==> src/rtl/mux_tree_pipe_if.sv <==
// mux_tree_pipe_if: sample-in / result-out bundle for mux_tree_pipe.
// master drives samples and observes results; slave is the mux.
interface mux_tree_pipe_if #(
  parameter int W = 8,
  parameter int N = 8
);
  localparam int SW = $clog2(N);

  logic [N*W-1:0] in_data;
  logic           in_valid;
  logic [SW-1:0]  sel;
  logic           mode;
  logic [W-1:0]   out_data;
  logic           out_valid;
  logic [SW-1:0]  out_ch;
  logic           out_err;

  modport master (
    output in_data,
    output in_valid,
    output sel,
    output mode,
    input  out_data,
    input  out_valid,
    input  out_ch,
    input  out_err
  );

  modport slave (
    input  in_data,
    input  in_valid,
    input  sel,
    input  mode,
    output out_data,
    output out_valid,
    output out_ch,
    output out_err
  );
endinterface

==> src/rtl/mux_tree_pipe.sv <==
// mux_tree_pipe: N:1 W-bit mux as a binary tree of 2:1 levels,
// optionally registered per level, with scan sequencing and range check.
module mux_tree_pipe #(
  parameter int W    = 8,
  parameter int N    = 8,
  parameter int PIPE = 1
) (
  input  logic           clk,
  input  logic           rst,
  mux_tree_pipe_if.slave bus
);
  localparam int SW = $clog2(N);
  localparam int L  = SW;
  localparam logic [SW-1:0] LAST = SW'(N - 1);

  function automatic int lvl_cnt(input int k);
    int c;
    c = N;
    for (int i = 0; i < k; i++) c = (c + 1) / 2;
    return c;
  endfunction

  logic [SW-1:0] r_scnt;
  logic          r_pmode;
  logic          w_entry;
  logic [SW-1:0] w_ch;
  logic          w_err;

  logic [W-1:0]  w_nd   [L+1][N];
  logic [W-1:0]  r_dat  [L][N];
  logic [SW-1:0] r_mch  [L];
  logic          r_mvld [L];
  logic          r_merr [L];
  logic [SW-1:0] w_kch  [L];
  logic          w_kvld [L];
  logic          w_kerr [L];

  logic [W-1:0]  r_odat;
  logic [SW-1:0] r_och;
  logic          r_ovld;
  logic          r_oerr;

  // entering scan forces channel 0 for that sample
  assign w_entry = bus.mode & ~r_pmode;
  assign w_ch    = bus.mode ? (w_entry ? '0 : r_scnt)
                            : bus.sel;
  assign w_err   = int'(w_ch) >= N;

  always_ff @(posedge clk or posedge rst) begin
    if (rst) begin
      r_scnt  <= '0;
      r_pmode <= 1'b0;
    end else begin
      r_pmode <= bus.mode;
      if (bus.mode) begin
        if (bus.in_valid)
          r_scnt <= (w_ch == LAST) ? '0 : w_ch + 1'b1;
        else if (w_entry)
          r_scnt <= '0;
      end
    end
  end

  // per-level view of the transaction that level is steering
  always_comb begin
    for (int k = 0; k < L; k++) begin
      w_kch[k]  = (PIPE != 0 && k > 0) ? r_mch[k]
                                       : w_ch;
      w_kvld[k] = (PIPE != 0 && k > 0) ? r_mvld[k]
                                       : bus.in_valid;
      w_kerr[k] = (PIPE != 0 && k > 0) ? r_merr[k]
                                       : w_err;
    end
  end

  always_comb begin : tree
    int lo;
    int hi;
    logic [W-1:0] a;
    logic [W-1:0] b;
    lo = 0;
    hi = 0;
    a  = '0;
    b  = '0;
    for (int k = 0; k <= L; k++)
      for (int j = 0; j < N; j++)
        w_nd[k][j] = '0;
    for (int j = 0; j < N; j++)
      w_nd[0][j] = bus.in_data[j*W +: W];
    for (int k = 0; k < L; k++) begin
      for (int j = 0; j < N; j++) begin
        lo = (2 * j < N) ? 2 * j : 0;
        hi = (2 * j + 1 < N) ? 2 * j + 1 : lo;
        a  = (PIPE != 0 && k > 0) ? r_dat[k][lo]
                                  : w_nd[k][lo];
        b  = (PIPE != 0 && k > 0) ? r_dat[k][hi]
                                  : w_nd[k][hi];
        if (j < lvl_cnt(k + 1))
          w_nd[k+1][j] =
            (2 * j + 1 < lvl_cnt(k) && w_kch[k][k])
              ? b : a;
      end
    end
  end

  always_ff @(posedge clk or posedge rst) begin
    if (rst) begin
      for (int k = 0; k < L; k++) begin
        r_mch[k]  <= '0;
        r_mvld[k] <= 1'b0;
        r_merr[k] <= 1'b0;
        for (int j = 0; j < N; j++)
          r_dat[k][j] <= '0;
      end
    end else begin
      for (int k = 1; k < L; k++) begin
        r_mch[k]  <= w_kch[k-1];
        r_mvld[k] <= w_kvld[k-1];
        r_merr[k] <= w_kerr[k-1];
        for (int j = 0; j < N; j++)
          r_dat[k][j] <= w_nd[k][j];
      end
    end
  end

  // data and channel hold across bubbles
  always_ff @(posedge clk or posedge rst) begin
    if (rst) begin
      r_odat <= '0;
      r_och  <= '0;
      r_ovld <= 1'b0;
      r_oerr <= 1'b0;
    end else begin
      r_ovld <= w_kvld[L-1];
      r_oerr <= w_kvld[L-1] & w_kerr[L-1];
      if (w_kvld[L-1]) begin
        r_odat <= w_kerr[L-1] ? '0 : w_nd[L][0];
        r_och  <= w_kch[L-1];
      end
    end
  end

  assign bus.out_data  = r_odat;
  assign bus.out_valid = r_ovld;
  assign bus.out_ch    = r_och;
  assign bus.out_err   = r_oerr;
endmodule

==> src/flat_wrapper.sv <==
// flat-port wrapper written by rule: the top's interface ports become plain ports
module mux_tree_pipe_flat 
#(
  parameter int W    = 8,
  parameter int N    = 8,
  parameter int PIPE = 1
)
  (clk, rst, bus_in_data, bus_in_valid, bus_sel, bus_mode, bus_out_data, bus_out_valid, bus_out_ch, bus_out_err);
  mux_tree_pipe_if #(.W(W), .N(N)) bus_i ();
  input  logic clk;
  input  logic rst;
  input wire logic [$bits(bus_i.in_data)-1:0] bus_in_data;
  input wire logic [$bits(bus_i.in_valid)-1:0] bus_in_valid;
  input wire logic [$bits(bus_i.sel)-1:0] bus_sel;
  input wire logic [$bits(bus_i.mode)-1:0] bus_mode;
  output wire logic [$bits(bus_i.out_data)-1:0] bus_out_data;
  output wire logic [$bits(bus_i.out_valid)-1:0] bus_out_valid;
  output wire logic [$bits(bus_i.out_ch)-1:0] bus_out_ch;
  output wire logic [$bits(bus_i.out_err)-1:0] bus_out_err;
  assign bus_i.in_data = bus_in_data;
  assign bus_i.in_valid = bus_in_valid;
  assign bus_i.sel = bus_sel;
  assign bus_i.mode = bus_mode;
  assign bus_out_data = bus_i.out_data;
  assign bus_out_valid = bus_i.out_valid;
  assign bus_out_ch = bus_i.out_ch;
  assign bus_out_err = bus_i.out_err;
  mux_tree_pipe #(.W(W), .N(N), .PIPE(PIPE)) u_core (.clk(clk), .rst(rst), .bus(bus_i));
endmodule
==> config.mk <==
export PLATFORM = sky130hd
export DESIGN_NAME = mux_tree_pipe_flat
export DESIGN_NICKNAME = d
export VERILOG_FILES = /design/src/rtl/mux_tree_pipe_if.sv /design/src/rtl/mux_tree_pipe.sv /design/src/flat_wrapper.sv
export SDC_FILE = /design/constraint.sdc
export NUM_CORES = 1
export LEC_CHECK = 0
export CAP_MARGIN = 25
export CELL_PAD_IN_SITES_DETAIL_PLACEMENT = 2
export CELL_PAD_IN_SITES_GLOBAL_PLACEMENT = 2
export CORE_MARGIN = 4
export CORE_UTILIZATION = 33
export CTS_BUF_LIST = sky130_fd_sc_hd__clkbuf_4 sky130_fd_sc_hd__clkbuf_8 sky130_fd_sc_hd__clkbuf_16
export DETAILED_ROUTE_END_ITERATION = 8
export PLACE_DENSITY = 0.88
export REMOVE_ABC_BUFFERS = 1
export SKIP_LAST_GASP = 1
export SYNTH_ARGS = -nofsm -noshare
export SYNTH_HDL_FRONTEND = slang
export SYNTH_SLANG_ARGS = --single-unit
==> constraint.sdc <==
create_clock -name clk -period 3.5 [get_ports clk]
set_input_delay 0.525 -clock clk [delete_from_list [all_inputs] [get_ports clk]]
set_output_delay 0.525 -clock clk [all_outputs]
set_load 0.005 [all_outputs]
==> results of run 1 <==
## registers in the layout, summed over array words and instances (netlist names)
signal,flops
u_core.r_dat,40
u_core.bus.out_data,8
u_core.tree.a,8
u_core.r_mch,6
u_core.bus.out_ch,3
u_core.r_scnt,3
u_core.r_mvld,2
u_core.bus.out_valid,1
u_core.r_pmode,1
## cell usage in the layout, fill, tap and decap left out
| cell type | netlist | routed |
|---|---|---|
| nand3_1 | 3 | 3 |
| mux2_2 | 47 | 47 |
| ha_1 | 2 | 2 |
| clkbuf_4 | 0 | 3 |
| nand2_1 | 1 | 1 |
| bufinv_16 | 0 | 2 |
| o21ai_4 | 1 | 1 |
| buf_4 | 1 | 3 |
| mux2_1 | 4 | 4 |
| o21ai_0 | 3 | 3 |
| inv_2 | 0 | 1 |
| clkbuf_8 | 0 | 10 |
| clkdlybuf4s50_1 | 0 | 82 |
| nor2_1 | 8 | 8 |
| a21oi_1 | 8 | 8 |
| mux2i_1 | 8 | 8 |
| o2bb2ai_1 | 1 | 1 |
| nand3_2 | 1 | 1 |
| dfrtp_1 | 72 | 72 |
| clkinv_2 | 0 | 1 |
| inv_1 | 5 | 4 |
| a32o_1 | 2 | 2 |
| conb_1 | 1 | 1 |
## worst max-delay path, cell delays in order
cell             delay (ps)
clkdlybuf4s50_1         650
o21ai_4                 550
buf_4                   390
mux2_2                  380
## area by class of cell
cell class                      count  area share, %
Timing Repair Buffer               85          21.85
Sequential cell                    72          46.69
Inverter                            5         0.4864
Clock inverter                      3          1.686
Tap cell                          102          3.307
Multi-Input combinational cell     90          21.82
Clock buffer                       13          4.150
## kinds of logic after synthesis
family,Yosys count,synth area share [%]
AO/OA/AOI/OAI,15,3.653
adder cells (fa/ha/maj),2,0.9131
buffers and inverters,15,3.516
flip-flops,72,65.75
multiplexers,59,23.88
other,1,0.1369
AND/OR/NAND/NOR,13,2.146
## worst paths after layout
kind,start,endpoint,slack (ps),cells past startpoint
worst min register to register,u_core.r_mch[5],u_core.r_mch[2],350,0
worst max register to register,u_core.r_pmode,u_core.r_dat[117],1760,4
worst min-delay path,u_core.r_mch[5],u_core.r_mch[2],350,0
max in group asynchronous,rst,u_core.r_dat[117],2500,3
min in group asynchronous,rst,u_core.r_dat[49],610,3
worst max-delay path,bus_mode,u_core.r_dat[117],1200,4
## per-layer routing
layer	GRT usage [%]	up-vias	wire, um
li1	-	776	-
met1	15.11	872	2470
met2	26.45	51	3718
met3	3.436	7	349
met4	4.727	0	73
met5	0	-	0
## power by group through the flow
stage	combinational (mW)	sequential (mW)	clock, mW
after floorplan	0.124	0.972	0
after global placement	0.270	0.980	0
after detailed placement	0.283	0.990	0
after CTS	0.288	0.974	0.759
after global routing	0.305	0.982	0.802
final	0.279	0.971	0.729
## through the flow
step	cell area, sq um	hold slack [ps]	instances	utilization (%)
2_1_floorplan	2663	331.2	167	-
3_3_place_gp	3633	331.3	354	46.07
3_5_place_dp	3633	335.6	354	46.07
4_1_cts	3859	353.2	370	48.92
5_1_grt	3859	357.9	370	48.92
6_report	3859	349.8	370	48.92
==> flow_summary.yaml, run 1 <==
clock_tree:
  cts_tree: "built"
  numClockSinks: 72
  clk_latency_ps: 330
  cts_root_buf: "clkbuf_8"
  cts-resized-gates: 0
  post-cts-setup-buffers: 0
  cts_max_path_buffers: 2
  h-tree-depth: 3
  cts_buffers: 9
  holdBufCountCts: 0
  clk_pin_slew_ps: 70
yosys:
  synth.area.top_cells: "dfrtp_1 66%, mux2_2 19%, mux2i_1 2.9%, buf_6 1.6%, mux2_1 1.6%"
  synth_top_area_share_pct: 65.75
  syn_area_sq_um: 2740
  ys_ff_latch: 72
  syn_area_per_cell_sq_um: 15.48
  synth_common_cells: "72 x dfrtp_1, 47 x mux2_2, 8 x a21oi_1, 8 x mux2i_1, 8 x nor2_1"
  yosysWarnings: 0
  synthCells: 177
  synth_top_area_cell: "dfrtp_1"
  async_flop_share_pct: 100.0
  yosysMostFrequentCell: "dfrtp_1"
  synth.yosys.seq_area_share_pct: 65.75
  synth_flop_cell: "dfrtp_1"
  yosysUniqueCellTypes: 19
  synth_edf_count: 0
sta:
  drv_slew: 0
  setup_viol_count_final: 0
  relSlewSlack_pct: 47.77
  max_freq_mhz: 435.1
  fin_crit_sh_pct: 65.67
  min_period_ps: 2299
  final_hold_viol_count: 0
  tns_ps: 0
  fin_ws_ps: 1201
  worst_clock_skew_ps: 7.317
  tightest_slew_ps: 783.5
  rsz0062_at_grt: "no"
grt:
  grt_antenna_before_repair: 0
  grt_max_degree: 41
  grt_pass1_wl_um: 10440
  grt_pass1_vias: 2029
  grtUsageTotal_pct: 13.99
  grt_overflow: 0
routing:
  vias: 1706
  wirelength_um: 6611
  wl_per_cell_um: 17.87
  drt_first_pass_iters: 4
  drtIter0Drc: 27
  viasPerCell: 4.611
  antenna_left: 0
  drc: 0
finish:
  area_growth_pct: 40.82
  multi_input_area_sq_um: 842.1
  layout-drive-gt1-share_pct: 25.75
  num-fill-cells: 775
  regArea_sq_um: 1802
  nets: 336
  antennaDiodeCount: 0
setup_path:
  crit_arrival_ps: 2510
  cp_data_required_time_ps: 3710
  critPathLaunchType: "primary input"
  crit_path_end_kind: "flip-flop"
  crit_fanout: 21
  worstSetupPathType: "in -> reg"
pwr:
  power_mw: 1.979
  combPwrFrac_pct: 14.1
  leakage_nw: 1.625
  p_seq_share_pct: 49.1
  peakVddDrop_mv: 0.1984
  p_int_mw: 1.552
  p_switching_mw: 0.4270
  power_density_nw_per_um2: 512.8
  swShare_pct: 21.58
  p_clk_share_pct: 36.8
status:
  status: "complete, no violations"
floorplanning:
  die_x_um: 99.13
  ios: 84
  die_area_sq_um: 9826
  fp.coreArea_sq_um: 7888
  num_rows: 32
  chipHeight_um: 99.13
  initial_core_util_pct: 34.74
placed_design:
  place_ws_ps: 834.5
  hpwl_um: 4617
  port_buffers: 82
  gp_congestion: 0.6810
flow_run:
  maxCapViolations: 0
hold_path:
  hp-class: "reg -> reg"
Note: power is estimated with default switching activity, not from simulation.
==> run 2, diff against run 1 <==
--- a/config.mk
+++ b/config.mk
@@ -9,10 +9,10 @@
 export CELL_PAD_IN_SITES_DETAIL_PLACEMENT = 2
 export CELL_PAD_IN_SITES_GLOBAL_PLACEMENT = 2
 export CORE_MARGIN = 4
-export CORE_UTILIZATION = 33
+export CORE_UTILIZATION = 31
 export CTS_BUF_LIST = sky130_fd_sc_hd__clkbuf_4 sky130_fd_sc_hd__clkbuf_8 sky130_fd_sc_hd__clkbuf_16
 export DETAILED_ROUTE_END_ITERATION = 8
-export PLACE_DENSITY = 0.88
+export PLACE_DENSITY = 0.83
 export REMOVE_ABC_BUFFERS = 1
 export SKIP_LAST_GASP = 1
 export SYNTH_ARGS = -nofsm -noshare
==> constraint.sdc (replaced) <==
create_clock -name clk -period 2.4 [get_ports clk]
set_input_delay 0.36 -clock clk [delete_from_list [all_inputs] [get_ports clk]]
set_output_delay 0.36 -clock clk [all_outputs]
set_load 0.005 [all_outputs]
==> run 2 against run 1 <==
Compared with the run above:
- combinational power increased by 46%
- non-clock buffer count up 1
- setup slack got worse by 650 ps
- highest routed layer unchanged
==> flow_summary.yaml, run 2 (synthesized netlist as in run 1, its figures left out) <==
clock_tree:
  cts_tree: "built"
  h-tree-depth: 3
  cts_max_path_buffers: 2
  post-cts-setup-buffers: 0
  clk_latency_ps: 330
  holdBufCountCts: 0
  cts_buffers: 9
  cts-resized-gates: 0
  clk_pin_slew_ps: 70
  cts_root_buf: "clkbuf_8"
  numClockSinks: 72
sta:
  final_hold_viol_count: 0
  rsz0062_at_grt: "no"
  fin_crit_sh_pct: 76.92
  fin_ws_ps: 553.9
  tightest_slew_ps: 759.3
  relSlewSlack_pct: 49.38
  max_freq_mhz: 541.7
  worst_clock_skew_ps: 7.005
  min_period_ps: 1846
  setup_viol_count_final: 0
  drv_slew: 0
  tns_ps: 0
routing:
  drc: 0
  wl_per_cell_um: 15.60
  wirelength_um: 5881
  viasPerCell: 4.509
  antenna_left: 0
  vias: 1700
  drtIter0Drc: 39
  drt_first_pass_iters: 4
finish:
  largest_reg_flops: 40
  stdcell_area_sq_um: 3866
  nets: 337
  antennaDiodeCount: 0
  layout_common_cells: "82 x clkdlybuf4s50_1, 72 x dfrtp_1, 47 x mux2_2, 9 x clkbuf_8"
  num-fill-cells: 869
  layout-drive-gt1-share_pct: 26.02
  largest_register: "u_core.r_dat"
  layout_commonest_cell: "clkdlybuf4s50_1"
  area_growth_pct: 41.10
  finalNonFillerCells: 377
setup_path:
  critPathMostFrequentCell: "ha_1"
  worstSetupPathType: "in -> reg"
  crit_arrival_ps: 2070
  cp_data_required_time_ps: 2620
  critPathLaunchType: "primary input"
  crit_path_end_kind: "flip-flop"
  critical_path.max_stage_delay_ps: 720
  cp_slowest_cell: "clkdlybuf4s50_1"
  crit_buf_inv: 1
  path_cells: "clkdlybuf4s50_1, o21ai_0, ha_1, ha_1, a32o_1"
  path_delay_family: "buffers and inverters"
  crit_fanout: 11
grt:
  grt_antenna_before_repair: 0
  grt_pass1_vias: 1934
  grtUsageTotal_pct: 12.19
  grt_pass1_wl_um: 9480
  grt_max_degree: 34
  grt_overflow: 0
placed_design:
  gp_congestion: 0.6777
  port_buffers: 82
  post_dp_cell_area_sq_um: 3675
  placed_cells: 361
  hpwl_um: 4247
  place_ws_ps: 174.5
floorplanning:
  die_area_sq_um: 10410
  num_rows: 34
  chipHeight_um: 102.0
  die_x_um: 102.0
  ios: 84
  initial_core_util_pct: 31.57
  fp.coreArea_sq_um: 8678
pwr:
  peakVddDrop_mv: 0.3091
  leakage_nw: 1.615
  power_mw: 2.743
  power_density_nw_per_um2: 709.5
hold_path:
  hp-class: "reg -> reg"
status:
  status: "complete, no violations"
flow_run:
  maxCapViolations: 0
==> run 2: layout make-up <==
cell class / count / area (sq um) / area share (%)
Tap cell: 108 / 135.1 / 3.495
Sequential cell: 72 / 1802 / 46.60
Clock inverter: 6 / 60.06 / 1.553
Inverter: 5 / 20.02 / 0.5178
Clock buffer: 10 / 131.4 / 3.398
Multi-Input combinational cell: 90 / 842.1 / 21.78
Timing Repair Buffer: 86 / 875.8 / 22.65
==> run 2: path summary, 6_finish.rpt <==
| kind | endpoint | from | slack (ps) | cells past startpoint |
|---|---|---|---|---|
| max | u_core.r_scnt[2] | bus_mode | 550 | 5 |
| min | u_core.r_mch[2] | u_core.r_mch[5] | 350 | 0 |
| max reg2reg | u_core.r_scnt[2] | u_core.r_pmode | 850 | 5 |
| min reg2reg | u_core.r_mch[2] | u_core.r_mch[5] | 350 | 0 |
| max in group asynchronous | u_core.r_dat[118] | rst | 1420 | 3 |
| min in group asynchronous | u_core.r_dat[105] | rst | 400 | 2 |
==> run 2: layer usage <==
metal / share of wire [%] / vias to the layer above / wire length (um) / global-route usage, %
met5: 0 / - / 0 / 0
met2: 55 / 55 / 3214 / 21.39
met3: 6.5 / 10 / 384 / 5.051
li1: - / 781 / - / -
met1: 37 / 854 / 2167 / 13.43
met4: 2.0 / 0 / 115 / 3.835
==> run 2: power by group <==
part           switching, mW  leakage (nW)  internal, mW
registers             0.0672         0.847          1.34
logic                  0.131         0.673         0.277
clock network          0.438        0.0955         0.486
==> run 2: through the flow <==
| stage | hold slack [ps] | util, % |
|---|---|---|
| global route | 371.6 | 44.55 |
| finish | 352.3 | 44.55 |
| detailed placement | 335.6 | 42.34 |
| CTS | 358.8 | 44.55 |
| global placement | 331.8 | 42.34 |
| floorplan | 331.2 | - |
==> run 2: worst register-to-register path, cell delays in order (launching register included) <==
cell	delay, ps
dfrtp_1	430
nand3_1	100
o21ai_0	130
ha_1	240
ha_1	270
a32o_1	270
